<file path="config.mk">
export PLATFORM = sky130hd
export DESIGN_NAME = sa_config_sequencer
export DESIGN_NICKNAME = d
export VERILOG_FILES = /design/src/rtl/sa_config_sequencer.sv
export SDC_FILE = /design/constraint.sdc
export NUM_CORES = 1
export LEC_CHECK = 0
export ABC_AREA = 0
export CORE_MARGIN = 2
export CORE_UTILIZATION = 49
export CTS_BUF_LIST = sky130_fd_sc_hd__clkbuf_2 sky130_fd_sc_hd__clkbuf_4 sky130_fd_sc_hd__clkbuf_8
export DETAILED_ROUTE_END_ITERATION = 12
export MAX_ROUTING_LAYER = met4
export PLACE_DENSITY = 0.88
export RECOVER_POWER = 50
export SLEW_MARGIN = 30
export SYNTH_ARGS = -nofsm -noshare
export SYNTH_HDL_FRONTEND = slang
export SYNTH_SLANG_ARGS = --single-unit
</file>
<file path="constraint.sdc">
create_clock -name clk_i -period 7.3 [get_ports clk_i]
set_input_delay 2.19 -clock clk_i [delete_from_list [all_inputs] [get_ports clk_i]]
set_output_delay 2.19 -clock clk_i [all_outputs]
set_load 0.02 [all_outputs]
</file>
<file path="src/rtl/sa_config_sequencer.sv">
// Configuration sequencer for the systolic array: walks a list of ROM configuration
// words, drives the clear/load/run/drain phases of the PE array and decodes per-row fields.
module sa_config_sequencer #(
   parameter int N_ROWS_ARRAY    = 4,
   parameter int N               = 3,
   parameter int SEL_WIDTH       = $clog2(N),
   parameter int NUM_COL_WIDTH   = $clog2(N + 1),
   parameter int ROM_SIG_WIDTH   = 100,
   parameter int SIG_ADDRS_WIDTH = 10,
   parameter int CNT_WIDTH       = 12,
   parameter int DRAIN_CYCLES    = 4
) (
   input  logic                                  clk_i,
   input  logic                                  general_rst_i,
   input  logic                                  start_i,
   input  logic                                  abort_i,
   input  logic [NUM_COL_WIDTH-1:0]              filter_size_i,
   input  logic [SIG_ADDRS_WIDTH-1:0]            n_configs_i,
   input  logic [CNT_WIDTH-1:0]                  load_len_i,
   input  logic [CNT_WIDTH-1:0]                  run_len_i,
   input  logic [ROM_SIG_WIDTH-1:0]              rom_signals_data_i,
   output logic                                  busy_o,
   output logic                                  done_o,
   output logic                                  rst_o,
   output logic                                  load_o,
   output logic                                  start_op_o,
   output logic                                  rd_rom_signals_ld_o,
   output logic [SIG_ADDRS_WIDTH-1:0]            addrs_rom_signal_o,
   output logic                                  rd_weight_ld_o,
   output logic                                  rd_feature_ld_o,
   output logic [N_ROWS_ARRAY*SEL_WIDTH-1:0]     f_sel_o,
   output logic [N_ROWS_ARRAY*NUM_COL_WIDTH-1:0] number_of_columns_o,
   output logic [N_ROWS_ARRAY*NUM_COL_WIDTH-1:0] row_num_o,
   output logic [N_ROWS_ARRAY*NUM_COL_WIDTH-1:0] column_num_o,
   output logic [2:0]                            state_dbg_o
);

   localparam int SW = N_ROWS_ARRAY * SEL_WIDTH;
   localparam int CWF = N_ROWS_ARRAY * NUM_COL_WIDTH;
   localparam int USED_BITS = SW + CWF;

   typedef enum logic [2:0] {
      S_IDLE  = 3'd0,
      S_CLR   = 3'd1,
      S_FETCH = 3'd2,
      S_LATCH = 3'd3,
      S_LOAD  = 3'd4,
      S_RUN   = 3'd5,
      S_DRAIN = 3'd6,
      S_DONE  = 3'd7
   } state_e;

   state_e                     state_q, state_d;
   logic [CNT_WIDTH-1:0]       cnt_q, cnt_d;
   logic [SIG_ADDRS_WIDTH-1:0] addr_q, addr_d;
   logic [SIG_ADDRS_WIDTH-1:0] ncfg_q, ncfg_d;
   logic [NUM_COL_WIDTH-1:0]   fs_q, fs_d;
   logic [CNT_WIDTH-1:0]       load_len_q, load_len_d;
   logic [CNT_WIDTH-1:0]       run_len_q, run_len_d;
   logic [SW-1:0]              f_sel_q, f_sel_d;
   logic [CWF-1:0]             ncols_q, ncols_d;
   logic [CWF-1:0]             col_q, col_d;
   logic [CWF-1:0]             row_q, row_d;
   logic                       busy_q, busy_d;
   logic                       done_q, done_d;
   logic                       rst_q, rst_d;
   logic                       load_q, load_d;
   logic                       run_q, run_d;
   logic                       rd_rom_q, rd_rom_d;

   logic [NUM_COL_WIDTH-1:0]   fs_eff;
   logic [NUM_COL_WIDTH-1:0]   row_cnt;
   logic [NUM_COL_WIDTH-1:0]   col_off;
   logic [NUM_COL_WIDTH-1:0]   nc_field;
   logic [NUM_COL_WIDTH-1:0]   col_val;

   always_comb begin
      state_d    = state_q;
      cnt_d      = cnt_q;
      addr_d     = addr_q;
      ncfg_d     = ncfg_q;
      fs_d       = fs_q;
      load_len_d = load_len_q;
      run_len_d  = run_len_q;
      f_sel_d    = f_sel_q;
      ncols_d    = ncols_q;
      col_d      = col_q;
      row_d      = row_q;
      fs_eff     = filter_size_i;
      row_cnt    = '0;
      col_off    = '0;
      nc_field   = '0;
      col_val    = '0;

      case (state_q)
         S_IDLE: begin
            if (start_i) begin
               if (filter_size_i == '0 || filter_size_i > NUM_COL_WIDTH'(N)) begin
                  fs_eff = NUM_COL_WIDTH'(N);
               end
               fs_d       = fs_eff;
               ncfg_d     = (n_configs_i == '0) ? SIG_ADDRS_WIDTH'(1) : n_configs_i;
               load_len_d = (load_len_i == '0) ? CNT_WIDTH'(1) : load_len_i;
               run_len_d  = (run_len_i == '0) ? CNT_WIDTH'(1) : run_len_i;
               addr_d     = '0;
               state_d    = S_CLR;
               // Row index cycles 1..filter_size down the array.
               row_cnt = NUM_COL_WIDTH'(1);
               for (int i = 0; i < N_ROWS_ARRAY; i++) begin
                  row_d[i*NUM_COL_WIDTH +: NUM_COL_WIDTH] = row_cnt;
                  row_cnt = (row_cnt == fs_eff) ? NUM_COL_WIDTH'(1) : row_cnt + NUM_COL_WIDTH'(1);
               end
            end
         end
         S_CLR:   state_d = S_FETCH;
         S_FETCH: state_d = S_LATCH;
         S_LATCH: begin
            // Running offset resets whenever a row lands on column 1.
            col_off = '0;
            for (int i = 0; i < N_ROWS_ARRAY; i++) begin
               f_sel_d[i*SEL_WIDTH +: SEL_WIDTH] = rom_signals_data_i[i*SEL_WIDTH +: SEL_WIDTH];
               nc_field = rom_signals_data_i[SW + i*NUM_COL_WIDTH +: NUM_COL_WIDTH];
               ncols_d[i*NUM_COL_WIDTH +: NUM_COL_WIDTH] = nc_field;
               col_val = nc_field - col_off;
               col_d[i*NUM_COL_WIDTH +: NUM_COL_WIDTH] = col_val;
               col_off = (col_val == NUM_COL_WIDTH'(1)) ? '0 : col_off + NUM_COL_WIDTH'(1);
            end
            cnt_d   = load_len_q - CNT_WIDTH'(1);
            state_d = S_LOAD;
         end
         S_LOAD: begin
            if (cnt_q == '0) begin
               cnt_d   = run_len_q - CNT_WIDTH'(1);
               state_d = S_RUN;
            end else begin
               cnt_d = cnt_q - CNT_WIDTH'(1);
            end
         end
         S_RUN: begin
            if (cnt_q == '0) begin
               cnt_d   = CNT_WIDTH'(DRAIN_CYCLES - 1);
               state_d = S_DRAIN;
            end else begin
               cnt_d = cnt_q - CNT_WIDTH'(1);
            end
         end
         S_DRAIN: begin
            if (cnt_q == '0) begin
               if (addr_q == ncfg_q - SIG_ADDRS_WIDTH'(1)) begin
                  state_d = S_DONE;
               end else begin
                  addr_d  = addr_q + SIG_ADDRS_WIDTH'(1);
                  state_d = S_CLR;
               end
            end else begin
               cnt_d = cnt_q - CNT_WIDTH'(1);
            end
         end
         S_DONE:  state_d = S_IDLE;
         default: state_d = S_IDLE;
      endcase

      // Abort wins over any phase transition; decoded fields keep their old values.
      if (abort_i && state_q != S_IDLE && state_q != S_DONE) begin
         state_d = S_IDLE;
         f_sel_d = f_sel_q;
         ncols_d = ncols_q;
         col_d   = col_q;
      end

      busy_d   = (state_d != S_IDLE);
      done_d   = (state_d == S_DONE);
      rst_d    = (state_d == S_CLR);
      rd_rom_d = (state_d == S_FETCH);
      load_d   = (state_d == S_LOAD);
      run_d    = (state_d == S_RUN);
   end

   always_ff @(posedge clk_i) begin
      if (general_rst_i) begin
         state_q    <= S_IDLE;
         cnt_q      <= '0;
         addr_q     <= '0;
         ncfg_q     <= '0;
         fs_q       <= '0;
         load_len_q <= '0;
         run_len_q  <= '0;
         f_sel_q    <= '0;
         ncols_q    <= '0;
         col_q      <= '0;
         row_q      <= '0;
         busy_q     <= 1'b0;
         done_q     <= 1'b0;
         rst_q      <= 1'b0;
         load_q     <= 1'b0;
         run_q      <= 1'b0;
         rd_rom_q   <= 1'b0;
      end else begin
         state_q    <= state_d;
         cnt_q      <= cnt_d;
         addr_q     <= addr_d;
         ncfg_q     <= ncfg_d;
         fs_q       <= fs_d;
         load_len_q <= load_len_d;
         run_len_q  <= run_len_d;
         f_sel_q    <= f_sel_d;
         ncols_q    <= ncols_d;
         col_q      <= col_d;
         row_q      <= row_d;
         busy_q     <= busy_d;
         done_q     <= done_d;
         rst_q      <= rst_d;
         load_q     <= load_d;
         run_q      <= run_d;
         rd_rom_q   <= rd_rom_d;
      end
   end

   generate
      if (ROM_SIG_WIDTH > USED_BITS) begin : g_rom_spare
         logic unused_rom_bits;
         assign unused_rom_bits = ^rom_signals_data_i[ROM_SIG_WIDTH-1:USED_BITS];
      end
   endgenerate

   assign busy_o              = busy_q;
   assign done_o              = done_q;
   assign rst_o               = rst_q;
   assign load_o              = load_q;
   assign rd_weight_ld_o      = load_q;
   assign start_op_o          = run_q;
   assign rd_feature_ld_o     = run_q;
   assign rd_rom_signals_ld_o = rd_rom_q;
   assign addrs_rom_signal_o  = addr_q;
   assign f_sel_o             = f_sel_q;
   assign number_of_columns_o = ncols_q;
   assign row_num_o           = row_q;
   assign column_num_o        = col_q;
   assign state_dbg_o         = state_q;

endmodule

</file>
After elaboration in Yosys (flattened, before gate mapping)

Index checks and enable logic that the tools add are counted.

Flip-flop bits (word level): 96
Input port bits: 140
Output and inout port bits: 53
Logic and storage cells: 98

$add $sub $neg: 12
$lt $le $gt $ge: 1
Equal/unequal tests: 24
Muxes and demuxes: 27
Bitwise gates (word level): 1
Reductions and logical operators: 17

Operator list:

| operator                                             | number |
|---|---|
| 2-to-1 mux 12 bit                                    | 5 |
| one-hot mux 12 bit (4 select lines)                  | 1 |
| 2-to-1 mux 10 bit                                    | 4 |
| logical NOT 12 bit                                   | 3 |
| subtractor 12 x 1 -> 12 bit (second input constant)  | 3 |
| one-hot mux 3 bit (8 select lines)                   | 1 |
| equality test 3 bit (second input constant)          | 7 |
| one-hot mux 10 bit (2 select lines)                  | 1 |
| 2-to-1 mux 3 bit                                     | 6 |
| 2-to-1 mux 2 bit                                     | 8 |
| adder 10 x 1 -> 10 bit (second input constant)       | 1 |
| equality test 10 bit                                 | 1 |
| logical NOT 10 bit                                   | 1 |
| subtractor 10 x 1 -> 10 bit (second input constant)  | 1 |
| equality test 3 x 2 -> 1 bit (second input constant) | 3 |
| inequality test 2 bit (second input constant)        | 4 |
| adder 2 x 1 -> 2 bit (second input constant)         | 3 |
| equality test 2 x 1 -> 1 bit (second input constant) | 3 |
| equality test 3 x 1 -> 1 bit (second input constant) | 2 |
| AND reduction 2 bit                                  | 3 |
| nonzero test 3 bit                                   | 2 |
| equality test 2 bit                                  | 2 |
| AND reduction 4 bit                                  | 1 |
| nonzero test 4 bit                                   | 1 |
| 13 further kinds                                     | 15 |

Logic depth before layout (Yosys ltp)

Gate-level depths: netlist (run 1).

Depth in word-level cells: 11
Gate-level depth with buffers: 15
Gate-level depth less buffers: 15

Least setup slack after synthesis (run 1)

No wires, ideal clock.

Path type: in2reg
From: input rom_signals_data_i[9]
To: register col_q[7], in the netlist column_num_o[7]
Setup time: 70 ps
Arrival: 4422 ps
Required time: 7230 ps
Slack: 2808 ps
Stages: 15
Path buffers: 0
Path through: nand2b_1 > ha_1 > xnor2_1 > nand2b_1 > nor2b_1 > ha_1 > xnor2_1 > xnor2_1 > nor2_1 > nor2_1 > ha_1 > xor2_1 > xnor2_1 > nand2_1 > a21oi_1

Word-level cells in the longest chain between the ends: 9
Elaborated cells between the ends (all ways): 11
Classes of those cells: add/sub: 5; eq/ne: 3; mux: 3

RTL lines:

| element                          | RTL line | source |
|---|---|---|
| from (decl)                      | 21       | `input logic [ROM_SIG_WIDTH-1:0] rom_signals_data_i,` |
| equality test 2 x 1 -> 1 bit (*) | 126      | `col_off = (col_val == NUM_COL_WIDTH'(1)) ? '0 : col_off + NUM_COL_WIDTH'(1);` |
| 2-to-1 mux 1 bit (*)             | 126      |  |
| subtractor 2 x 1 -> 2 bit        | 124      | `col_val = nc_field - col_off;` |
| equality test 2 x 1 -> 1 bit     | 126      |  |
| 2-to-1 mux 2 bit (*)             | 126      |  |
| subtractor 2 bit                 | 124      |  |
| equality test 2 x 1 -> 1 bit     | 126      |  |
| 2-to-1 mux 2 bit (*)             | 126      |  |
| subtractor 2 bit (*)             | 124      |  |
| to (signal assigned)             | 208      | `col_q <= col_d;` |
| to (decl)                        | 62       | `logic [CWF-1:0] col_q, col_d;` |

Mark *: on every way between the ends. The rest lies on a longest branch, timed or not.
A chain may end at the register's enable or synchronous reset.

==> flow_summary.ini, run 1 <==
[detailed_routing]
routedWlPerCell_microns = 15.0
dr.pass1.iters = 5
vias = 5016
routed_wl_microns = 13000
antenna_left = 0
via_per_inst = 5.81
drtIter0Drc = 408
post-route-drc-count = 0

[sta]
timing.final.ws_setup_ns = 2.06
hold_violations = 0
fin_crit_ns = 5.24
rsz0062_at_grt = false
fin_setup_tns_ns = 0
drv_slew = 91
setup_viol = 0
fin_crit_sh_pct = 71.7
tightest_slew_ns = 2.42
slew_headroom_pct = -61.3
fin_skew_ns = 0.0132
max_freq_mhz = 191

[worst_setup_path]
cp.required_ns = 7.54
critical_path_class = primary input to flop
cp_max_fo = 55
endpoint_kind = flop
arrival_ns = 5.48
crit_path_start_kind = primary input

[yosys]
synth_area_sq_um = 5000
synth_edf_count = 0
syn_nets = 801
seq_area_frac_synth_pct = 37.6
ys_warn_count = 0
postSynthAreaPerCell_sq_um = 7.71
synth_cell_types = 66
async_flop_share_pct = 0
synth-seq-cells = 94
syn_inst = 649
synthFlopType = dfxtp_1

[cts]
clk_latency_ns = 0.35
htree_levels = 3
clk_pin_slew_ns = 0.09
cts_setup_buffers = 0
cts_made_buffers = 9
cts_max_path_buffers = 2
cts_sinks = 94
postCtsResizedCells = 0
cts_root_buf = clkbuf_8
postCtsHoldBufs = 0
cts_tree = built

[min_path]
worstHoldPathType = flop to flop

[global_route]
grt_max_degree = 56
busiest_layer = met2
grt_pass1_vias = 4649
grtUsageMet3_pct = 4.80
grt_use_total_pct = 23.6
antenna_found_initial = 0
grtUsageMet1_pct = 28.3
overflow = 0
met2_usage_pct = 38.8
grt_pass1_wl_microns = 21100

[floorplan]
num_rows = 36
die_area_sq_um = 11000
die_w_microns = 105
io_pins = 193
core_area_sq_um = 9860
start_util_pct = 50.7
die_y_microns = 105

[job]
cap_violations = 2

[layout]
final_nets = 879
area_growth_pct = 25.9
drive_gt1_share_pct = 4.65
antenna-diode-count = 0
fillers = 814

[outcome]
violations = max-capacitance violations, max-slew violations
status = finished with violations

[placed_design]
port_buffers = 107
dp_slack_ns = 2.08
hpwl_microns = 9280
place_congestion = 0.904

[pwr]
p_leak_nw = 2.22
ir_drop_uv = 118
powerDensity_nw_per_um2 = 195
-- final timing paths --
check	from	to	slack (ns)	cells past startpoint
max	general_rst_i	addrs_rom_signal_o[1]	2.06	4
min	f_sel_o[5]	f_sel_o[5]	0.46	2
max reg2reg	cnt_q[0]	addrs_rom_signal_o[6]	4.21	8
min reg2reg	f_sel_o[5]	f_sel_o[5]	0.46	2
-- cells by family (layout without fill, tap and decap cells) --
family          after synthesis  count (layout)  share of synthesized area [%]
buf+inv                      59             141                           4.98
flops                        94              94                           37.6
mux                           5               5                           1.00
compound gates              145             145                           17.6
fa+ha+maj                    12              12                           3.00
xor+xnor                     41              41                           7.18
simple gates                292             292                           28.6
other cells                   1               1                         0.0749
-- Yosys cell counts, types with 4 or more instances --
cell | count | area (sq um)
a211oi_1 | 8 | 60.1
a21oi_1 | 71 | 355
a22oi_1 | 5 | 37.5
a31oi_1 | 4 | 25.0
and2_1 | 5 | 31.3
and3_1 | 4 | 25.0
buf_4 | 5 | 37.5
clkbuf_1 | 35 | 131
dfxtp_1 | 94 | 1880
ha_1 | 12 | 150
inv_1 | 15 | 56.3
mux2i_1 | 5 | 50.1
nand2_1 | 131 | 492
nand2b_1 | 6 | 37.5
nand3_1 | 17 | 85.1
nand3b_1 | 5 | 37.5
nand4_1 | 6 | 37.5
nor2_1 | 49 | 184
nor2b_1 | 4 | 25.0
nor3_1 | 16 | 80.1
nor3b_1 | 5 | 37.5
nor4_1 | 11 | 68.8
o21ai_0 | 17 | 85.1
o21ai_1 | 8 | 40.0
o22ai_1 | 5 | 31.3
or3_1 | 6 | 37.5
or4_1 | 9 | 67.6
xnor2_1 | 26 | 228
xor2_1 | 15 | 131
-- routing by layer --
layer	up-vias	wire (microns)
met5	-	0
met4	0	323
met3	32	994
met2	228	6040
met1	2342	5610
li1	2414	-
-- layout make-up --
type | count | area (sq um) | share of cell area [%]
Clock inverter | 3 | 68.8 | 1.09
Tap cell | 133 | 166 | 2.64
Sequential cell | 94 | 1880 | 29.9
Timing Repair Buffer | 111 | 1090 | 17.3
Multi-Input combinational cell | 496 | 2880 | 45.7
Inverter | 15 | 56.3 | 0.894
Clock buffer | 12 | 153 | 2.42
-- layout by cell type (no fill, tap or decap), types with 12 or more instances in the layout --
cell type and n:
nand2_1 131, clkdlybuf4s50_1 104, nor2_1 49, nand3_1 17, inv_1 15, dfxtp_1 94
xnor2_1 26, xor2_1 15, a21oi_1 71, o21ai_0 17, nor3_1 15, ha_1 12
-- stage by stage --
stage                     std cells  hold slack [ns]  util, %  instance area (sq um)  power [mW]
after floorplan                 649            0.448        -                   5000       0.761
after global placement          849            0.442     61.7                   6090       0.841
after detailed placement        849            0.450     61.7                   6090       0.851
after CTS                       864            0.464     64.0                   6310        1.23
after global routing            864            0.479     63.8                   6300        1.28
final                           864            0.462     63.8                   6300        1.23
-- critical path, cell delays in order --
cell      delay (ns)
clkbuf_1        1.69
clkbuf_1        1.20
or4b_1          0.30
o21ai_1         0.09
-- registers in the layout, summed over array words and instances, names as in the netlist, 3 cells and up --
signal and flops:
f_sel_o 8, column_num_o 6, number_of_columns_o 8, run_len_q 12, load_len_q 12, cnt_q 12, state_dbg_o 3, row_num_o 7
ncfg_q 10, addrs_rom_signal_o 10
-- power by group --
| part | total, mW | internal [mW] | switching [mW] |
|---|---|---|---|
| clock network | 0.385 | 0.209 | 0.176 |
| registers | 0.562 | 0.535 | 0.0276 |
| logic | 0.283 | 0.127 | 0.156 |
No activity file was read; power rests on OpenSTA's default activity.
==> run 2: changes to the inputs <==
--- a/config.mk
+++ b/config.mk
@@ -7,11 +7,11 @@
 export LEC_CHECK = 0
 export ABC_AREA = 0
 export CORE_MARGIN = 2
-export CORE_UTILIZATION = 49
+export CORE_UTILIZATION = 41
 export CTS_BUF_LIST = sky130_fd_sc_hd__clkbuf_2 sky130_fd_sc_hd__clkbuf_4 sky130_fd_sc_hd__clkbuf_8
 export DETAILED_ROUTE_END_ITERATION = 12
 export MAX_ROUTING_LAYER = met4
-export PLACE_DENSITY = 0.88
+export PLACE_DENSITY = 0.79
 export RECOVER_POWER = 50
 export SLEW_MARGIN = 30
 export SYNTH_ARGS = -nofsm -noshare
==> constraint.sdc (replaced) <==
create_clock -name clk_i -period 4.5 [get_ports clk_i]
set_input_delay 1.35 -clock clk_i [delete_from_list [all_inputs] [get_ports clk_i]]
set_output_delay 1.35 -clock clk_i [all_outputs]
set_load 0.02 [all_outputs]
==> run 2 against run 1 <==
Effect of this change: the run still ends with max-capacitance violations, max-slew violations left; die area grew 19%; register-to-register slack got worse by 2.9 ns; combinational power rose by 58%; flip-flop and latch count is the same; utilization is 11 points lower; via count is 5.8% lower; largest cell class unchanged.
==> flow_summary.ini, run 2 (synthesis gave the netlist of run 1 again) <==
[outcome]
status = finished with violations
violations = max-capacitance violations, max-slew violations

[job]
cap_violations = 2

[cts]
cts_root_buf = clkbuf_8
clk_latency_ns = 0.39
htree_levels = 3
cts_setup_buffers = 0
postCtsHoldBufs = 0
cts_tree = built
cts_max_path_buffers = 2
cts_sinks = 94
postCtsResizedCells = 0
clk_pin_slew_ns = 0.09
cts_made_buffers = 9

[worst_setup_path]
arrival_ns = 4.19
cp.buffers_inverters = 1
cp_slowest_stage_delay_ns = 0.41
endpoint_kind = flop
cp_max_fo = 5
crit_path_frequent_cell = xnor2_1
path_cells = clkdlybuf4s50_1 > nand2b_1 > ha_1 > xnor2_1 > nand2b_1 > nor2b_1 > ha_1 > xnor2_1 > xnor2_1 > nor2_1 > nor2_1 > ha_1 > xor2_1 > xnor2_1 > nand2_1 > a21oi_1
path_delay_family = XOR/XNOR gates
critical_path_class = primary input to flop
cp.required_ns = 4.83
crit_path_start_kind = primary input
slowest_stage = clkdlybuf4s50_1

[sta]
tightest_slew_ns = 1.82
slew_headroom_pct = -21.2
setup_viol = 0
drv_slew = 85
fin_crit_ns = 3.86
fin_skew_ns = 0.0124
whs_ns = 0.455
fin_setup_tns_ns = 0
hold_violations = 0
fin_crit_sh_pct = 85.8
max_freq_mhz = 259
rsz0062_at_grt = false

[global_route]
overflow = 0
antenna_found_initial = 0
grt_use_total_pct = 19.6
grt_pass1_vias = 4331
grt_max_degree = 57
grt_pass1_wl_microns = 20200

[detailed_routing]
routedWlPerCell_microns = 13.5
drtIter0Drc = 404
antenna_left = 0
post-route-drc-count = 0
dr.pass1.iters = 4
vias = 4727
via_per_inst = 5.37
routed_wl_microns = 11900

[floorplan]
die_area_sq_um = 13100
die_w_microns = 114
num_rows = 40
start_util_pct = 41.8
io_pins = 193
die_y_microns = 114
core_area_sq_um = 12000

[pwr]
ir_drop_uv = 268
powerDensity_nw_per_um2 = 308
p_leak_nw = 2.24
p_total_mw = 1.93

[layout]
drive_gt1_share_pct = 4.50
final_cell_mix = nand2_1 (131), dfxtp_1 (94), clkdlybuf4s50_1 (94), a21oi_1 (71), nor2_1 (50)
final_nets = 881
final_common_cell = nand2_1
fillers = 1162
antenna-diode-count = 0
top_regs = cnt_q (12), load_len_q (12), run_len_q (12)
area_growth_pct = 25.4

[min_path]
worstHoldPathType = flop to flop

[placed_design]
hpwl_microns = 8550
place_congestion = 0.856
port_buffers = 107
==> run 2: final timing paths <==
| path | start | cells past startpoint | endpoint | slack (ns) |
|---|---|---|---|---|
| worst max-delay path | rom_signals_data_i[9] | 16 | column_num_o[7] | 0.64 |
| worst min-delay path | f_sel_o[3] | 2 | f_sel_o[3] | 0.45 |
| worst max register to register | ncfg_q[0] | 7 | load_o | 1.31 |
| worst min register to register | f_sel_o[3] | 2 | f_sel_o[3] | 0.45 |
==> run 2: per-layer routing <==
metal,global-route usage [%],routed length [microns],part of all wire (%)
met1,24.9,5600,47
met2,29.9,5300,44
met3,5.61,820,6.9
met4,6.59,191,1.6
met5,-,0,0
==> run 2: cell type report <==
class	instances	area, sq um	area share, %
inverters	15	56.3	0.897
repair buffers	113	1100	17.6
well taps	147	184	2.93
clock buffers	11	139	2.21
multi-input cells	496	2850	45.5
clock inverters	5	57.6	0.917
flip-flops and latches	94	1880	30.0
==> run 2: power by group <==
group | leakage [nW] | switching, mW | internal [mW] | total [mW]
clock | 0.105 | 0.304 | 0.271 | 0.575
sequential | 0.765 | 0.0412 | 0.867 | 0.908
combinational | 1.37 | 0.244 | 0.205 | 0.448
total | 2.24 | 0.589 | 1.34 | 1.93
==> run 2: per-stage QoR <==
stage	instances	utilization [%]	instance area (sq um)	worst slack, ns
after floorplan	649	-	5000	0.848
after global placement	865	51.2	6120	0.361
after detailed placement	865	51.2	6120	0.247
after CTS	881	52.8	6320	0.660
after global routing	881	52.5	6270	0.288
final	881	52.5	6270	0.638
==> run 2: tightest hold or removal path: stages (launching register included) <==
cell     delay [ns]
dfxtp_1        0.31
nand2_1        0.05
a21oi_1        0.05
==> edit 1: new RTL, config.mk and constraints of run 2 <==
`addr_q` no longer has a reset.
--- a/src/rtl/sa_config_sequencer.sv
+++ b/src/rtl/sa_config_sequencer.sv
@@ -180,7 +180,6 @@
       if (general_rst_i) begin
          state_q    <= S_IDLE;
          cnt_q      <= '0;
-         addr_q     <= '0;
          ncfg_q     <= '0;
          fs_q       <= '0;
          load_len_q <= '0;
@@ -198,7 +197,6 @@
       end else begin
          state_q    <= state_d;
          cnt_q      <= cnt_d;
-         addr_q     <= addr_d;
          ncfg_q     <= ncfg_d;
          fs_q       <= fs_d;
          load_len_q <= load_len_d;
@@ -216,6 +214,10 @@
       end
    end
 
+   always_ff @(posedge clk_i) begin
+      addr_q <= addr_d;
+   end
+
    generate
       if (ROM_SIG_WIDTH > USED_BITS) begin : g_rom_spare
          logic unused_rom_bits;
Function: same outputs for any inputs over 10 cycles, from zero or initial values and one cycle with general_rst_i high; that may be too few to reach the edited logic, so the function may still have changed.
==> edit 1 against run 2 <==
- the run still ends with capacitance limit, slew limit left
- combinational power is 4% lower
- global-route usage is 0.40 points higher
- die area is 3.5% higher
- routed wire length is 4.9% higher
- cell count is 3.4% higher
- area after synthesis is 3.6% higher
- final area is 3.7% higher
- setup slack worse by 94 ps
- power is 2.3% higher
- sequential cell count stayed put
- critical path depth stayed put
==> edit 1: results (changes against run 2) <==
[layout]
seq_cell_count=94  ; unchanged
num-multi-input-gates=499  ; was 496
final_util_pct=52.2  ; was 52.5%
seq_area_share_pct=30.5  ; was 30.0%
multi_input_area_sq_um=2920  ; was 2850 sq um
bufAreaShareNonClock_pct=17.0  ; was 17.6%
inv_count=16  ; was 15
drive_above_1_share_pct=5.55  ; was 4.50%

[route]
vias=4736  ; was 4,727
m1WireLength_microns=5790  ; was 5600 microns
drt-total-wl_microns=12500  ; was 11,900 microns
dr_wl_met2_microns=5810  ; was 5300 microns
drtIter0Drc=272  ; was 404

[synth]
synthAdderAreaFrac_pct=2.90  ; was 3.00%
synth_compound_area_share_pct=17.1  ; was 17.6%
synth_common_cells=nand2_1 (137), dfxtp_1 (84), a21oi_1 (73), nor2_1 (49), xnor2_1 (32)  ; was nand2_1 (131), dfxtp_1 (94), a21oi_1 (71), nor2_1 (49), clkbuf_1 (35)
synth_edf_count=10  ; was 0
synth_xor_area_share_pct=9.12  ; was 7.18%
synth_nets=804  ; was 801
ys_types=73  ; was 66

[status]
violations=capacitance limit, slew limit  ; unchanged
status=complete, but fails checks  ; unchanged

[pwr]
p_sw_uw=587  ; was 589 uW
pg_seq_uw=929  ; was 908 uW
swShare_pct=29.7  ; was 30.5%
p_leak_nw=2.33  ; was 2.24 nW

[setup_path]
arrival_ps=4260  ; was 4190 ps
reg2reg_slack_ps=1470  ; was 1310 ps

[job]
maxCapViolCount=2  ; unchanged

[global_route]
met3_usage_pct=5.40  ; was 5.61%
grt_pass1_vias=4479  ; was 4,331
grt_pass1_wl_microns=20900  ; was 20,200 microns
use_met2_pct=31.1  ; was 29.9%

[sta]
finalMaxSlewViolations=83  ; was 85
worstMarginPinSlew_ps=1800  ; was 1820 ps
hold_ws_ps=458  ; was 455 ps
fin_skew_ps=8.98  ; was 12.4 ps

[placed_design]
preCtsSetupSlack_ps=168  ; was 247 ps
placed_cells=895  ; was 865

[hold_path]
min_to=f_sel_o[4]$_SDFFE_PP0P_  ; was f_sel_o[3]$_SDFFE_PP0P_

-- edit 1: changes by cell type after synthesis, moves of 7 or more --
cell,delta
nand3_1,-7
o21ai_1,-7
dfxtp_1,-10
xor2_1,+7
edfxtp_1,+10
nor3_1,+8
-- edit 1: worst max path at each step --
stage	start	endpoint	slack, ps	depth (start not counted)
CTS	rom_signals_data_i[9]	column_num_o[7]$_SDFFE_PP0P_	560	16
detailed placement	rom_signals_data_i[9]	column_num_o[7]$_SDFFE_PP0P_	170	16
global placement	rom_signals_data_i[9]	column_num_o[7]$_SDFFE_PP0P_	270	16
finish	rom_signals_data_i[9]	column_num_o[7]$_SDFFE_PP0P_	540	16
floorplan	rom_signals_data_i[9]	column_num_o[7]$_SDFFE_PP0P_	850	15
global route	rom_signals_data_i[9]	column_num_o[7]$_SDFFE_PP0P_	230	16
-- edit 1: worst reg2reg max path, stage by stage (launching register included) --
cell and delay (ps):
dfxtp_1 370, nor4_1 550, and4_1 530, nor2_1 190, o221ai_1 550, nand2_1 90
or4_1 430, a311oi_2 240
==> edit 2: new RTL, config.mk and constraints of run 2 <==
Made on the original files. `SIG_ADDRS_WIDTH`: 10 -> 9.
--- a/src/rtl/sa_config_sequencer.sv
+++ b/src/rtl/sa_config_sequencer.sv
@@ -6,7 +6,7 @@
    parameter int SEL_WIDTH       = $clog2(N),
    parameter int NUM_COL_WIDTH   = $clog2(N + 1),
    parameter int ROM_SIG_WIDTH   = 100,
-   parameter int SIG_ADDRS_WIDTH = 10,
+   parameter int SIG_ADDRS_WIDTH = 9,
    parameter int CNT_WIDTH       = 12,
    parameter int DRAIN_CYCLES    = 4
 ) (
Interface: changed (resized addrs_rom_signal_o and n_configs_i); port bits go from 193 to 191. The function was not compared with the original's and may differ.
==> edit 2 against run 2 <==
- critical path depth unchanged
- combinational power down 20%
- setup slack worse by 86 ps
- clock power up 17%
- clock skew down 4.2 ps
- routed wire length up 7.9%
- final area up 0.16%
- power down 1.0%
- core utilization up 0.30 points
- area after synthesis down 0.48%
- sequential cell count down 2
- first-iteration DRC count down 50%
- critical endpoint unchanged
==> edit 2: results (changes against run 2) <==
[status]
status=finished clean  ; was complete, but fails checks

[layout]
instances_no_fill=870  ; was 881
drive_above_1_share_pct=5.12  ; was 4.50%

[pwr]
p_leak_nw=2.31  ; was 2.24 nW
swShare_pct=27.1  ; was 30.5%
ir_worst_vdd_mv=0.161  ; was 0.268 mV

[synth]
yosys-top-cells-area=dfxtp_1 (37%), nand2_1 (9.7%), a21oi_1 (7.5%), xnor2_1 (3.9%), nor2_1 (3.7%)  ; was dfxtp_1 (38%), nand2_1 (9.8%), a21oi_1 (7.1%), xnor2_1 (4.6%), nor2_1 (3.7%)
synth_nets=790  ; was 801
synth_seq_area_share_pct=37.0  ; was 37.6%
synth_common_cells=nand2_1 (129), dfxtp_1 (92), a21oi_1 (75), nor2_1 (49), clkbuf_1 (35)  ; was nand2_1 (131), dfxtp_1 (94), a21oi_1 (71), nor2_1 (49), clkbuf_1 (35)
syn-instance-count=640  ; was 649
ys_types=72  ; was 66

[route]
firstDrtPassIters=6  ; was 4
vias=4872  ; was 4,727
drtIter0Drc=204  ; was 404

[placed_design]
gp_congestion=0.854  ; was 0.856
placed_cells=854  ; was 865
placed_cell_area_sq_um=6060  ; was 6120 sq um
hpwl_microns=9580  ; was 8550 microns
io_buffers=105  ; was 107

[hold_path]
min_to=row_num_o[7]$_SDFFE_PP0P_  ; was f_sel_o[3]$_SDFFE_PP0P_

[setup_path]
r2r-end=rst_o$_SDFF_PP0_  ; was load_o$_SDFF_PP0_
arrival_ps=4250  ; was 4190 ps

[global_route]
grt_pass1_vias=4751  ; was 4,331
grt_max_degree=53  ; was 57
grt_use_total_pct=21.0  ; was 19.6%
grt_pass1_wl_microns=21900  ; was 20,200 microns

[clock_tree]
clk_latency_ps=370  ; was 390 ps

[sta]
hold_ws_ps=461  ; was 455 ps

[edit 2: changes by cell type after synthesis, moves of 4 or more]
| cell | before | now |
|---|---|---|
| o211ai_1 | 1 | 6 |
| xnor2_1 | 26 | 22 |
| o22ai_1 | 5 | 1 |
| nand3b_1 | 5 | 1 |
| inv_1 | 15 | 19 |
| nand3_1 | 17 | 10 |
| o21ai_1 | 8 | 1 |
| a21oi_1 | 71 | 75 |
[edit 2: through the flow]
step           setup WS, ps  util [%]
6_report                551      52.8
5_1_grt                 361      52.8
4_1_cts                 584      52.9
3_5_place_dp            223      50.8
3_3_place_gp            339      50.8
2_1_floorplan           848         -
[edit 2: power by group through the flow]
stage	clock network, mW	registers [mW]	logic, mW
global route	0.732	0.885	0.396
finish	0.674	0.879	0.358
CTS	0.694	0.879	0.362
global placement	0	0.896	0.345
floorplan	0	0.896	0.233
detailed placement	0	0.899	0.359
[edit 2: layout make-up]
cell class | count | area [sq um] | share of cell area (%)
Sequential cell | 92 | 1840 | 29.3
Timing Repair Buffer | 110 | 1080 | 17.2
Clock inverter | 6 | 111 | 1.77
Clock buffer | 10 | 138 | 2.19
Inverter | 19 | 71.3 | 1.13
Tap cell | 147 | 184 | 2.93
Multi-Input combinational cell | 486 | 2860 | 45.5
[edit 2: critical path: stages]
cell and delay [ps]:
clkdlybuf4s50_1 420, nand2b_1 230, ha_1 230, xnor2_1 190, nand2b_1 160, nor2b_1 180
ha_1 200, xnor2_1 230, xnor2_1 170, nor2_1 60, nor2_1 90, ha_1 160
xor2_1 200, xnor2_1 150, nand2_1 70, a21oi_1 170
[edit 2: worst max-delay path by stage]
stage | start | end | slack, ps
after detailed placement | rom_signals_data_i[9] | column_num_o[7]$_SDFFE_PP0P_ | 220
final | rom_signals_data_i[9] | column_num_o[7]$_SDFFE_PP0P_ | 550
after global routing | rom_signals_data_i[9] | column_num_o[7]$_SDFFE_PP0P_ | 360
after floorplan | rom_signals_data_i[9] | column_num_o[7]$_SDFFE_PP0P_ | 850
after global placement | rom_signals_data_i[9] | column_num_o[7]$_SDFFE_PP0P_ | 340
after CTS | rom_signals_data_i[9] | column_num_o[7]$_SDFFE_PP0P_ | 580
[edit 2: logic make-up after synthesis]
logic type | Yosys count | share of synthesized area, %
other cells | 1 | 0.0753
fa+ha+maj | 11 | 2.76
compound gates | 153 | 19.6
buf+inv | 62 | 5.38
simple gates | 278 | 27.5
flops | 92 | 37.0
mux | 5 | 1.06
xor+xnor | 38 | 6.68
[edit 2: routing by layer]
layer	track usage [%]	up-vias	routed length, microns	part of all wire, %
met5	-	-	0	0
met1	24.7	2277	5480	43
li1	-	2414	-	-
met3	5.88	28	888	6.9
met4	7.89	0	269	2.1
met2	34.3	153	6210	48
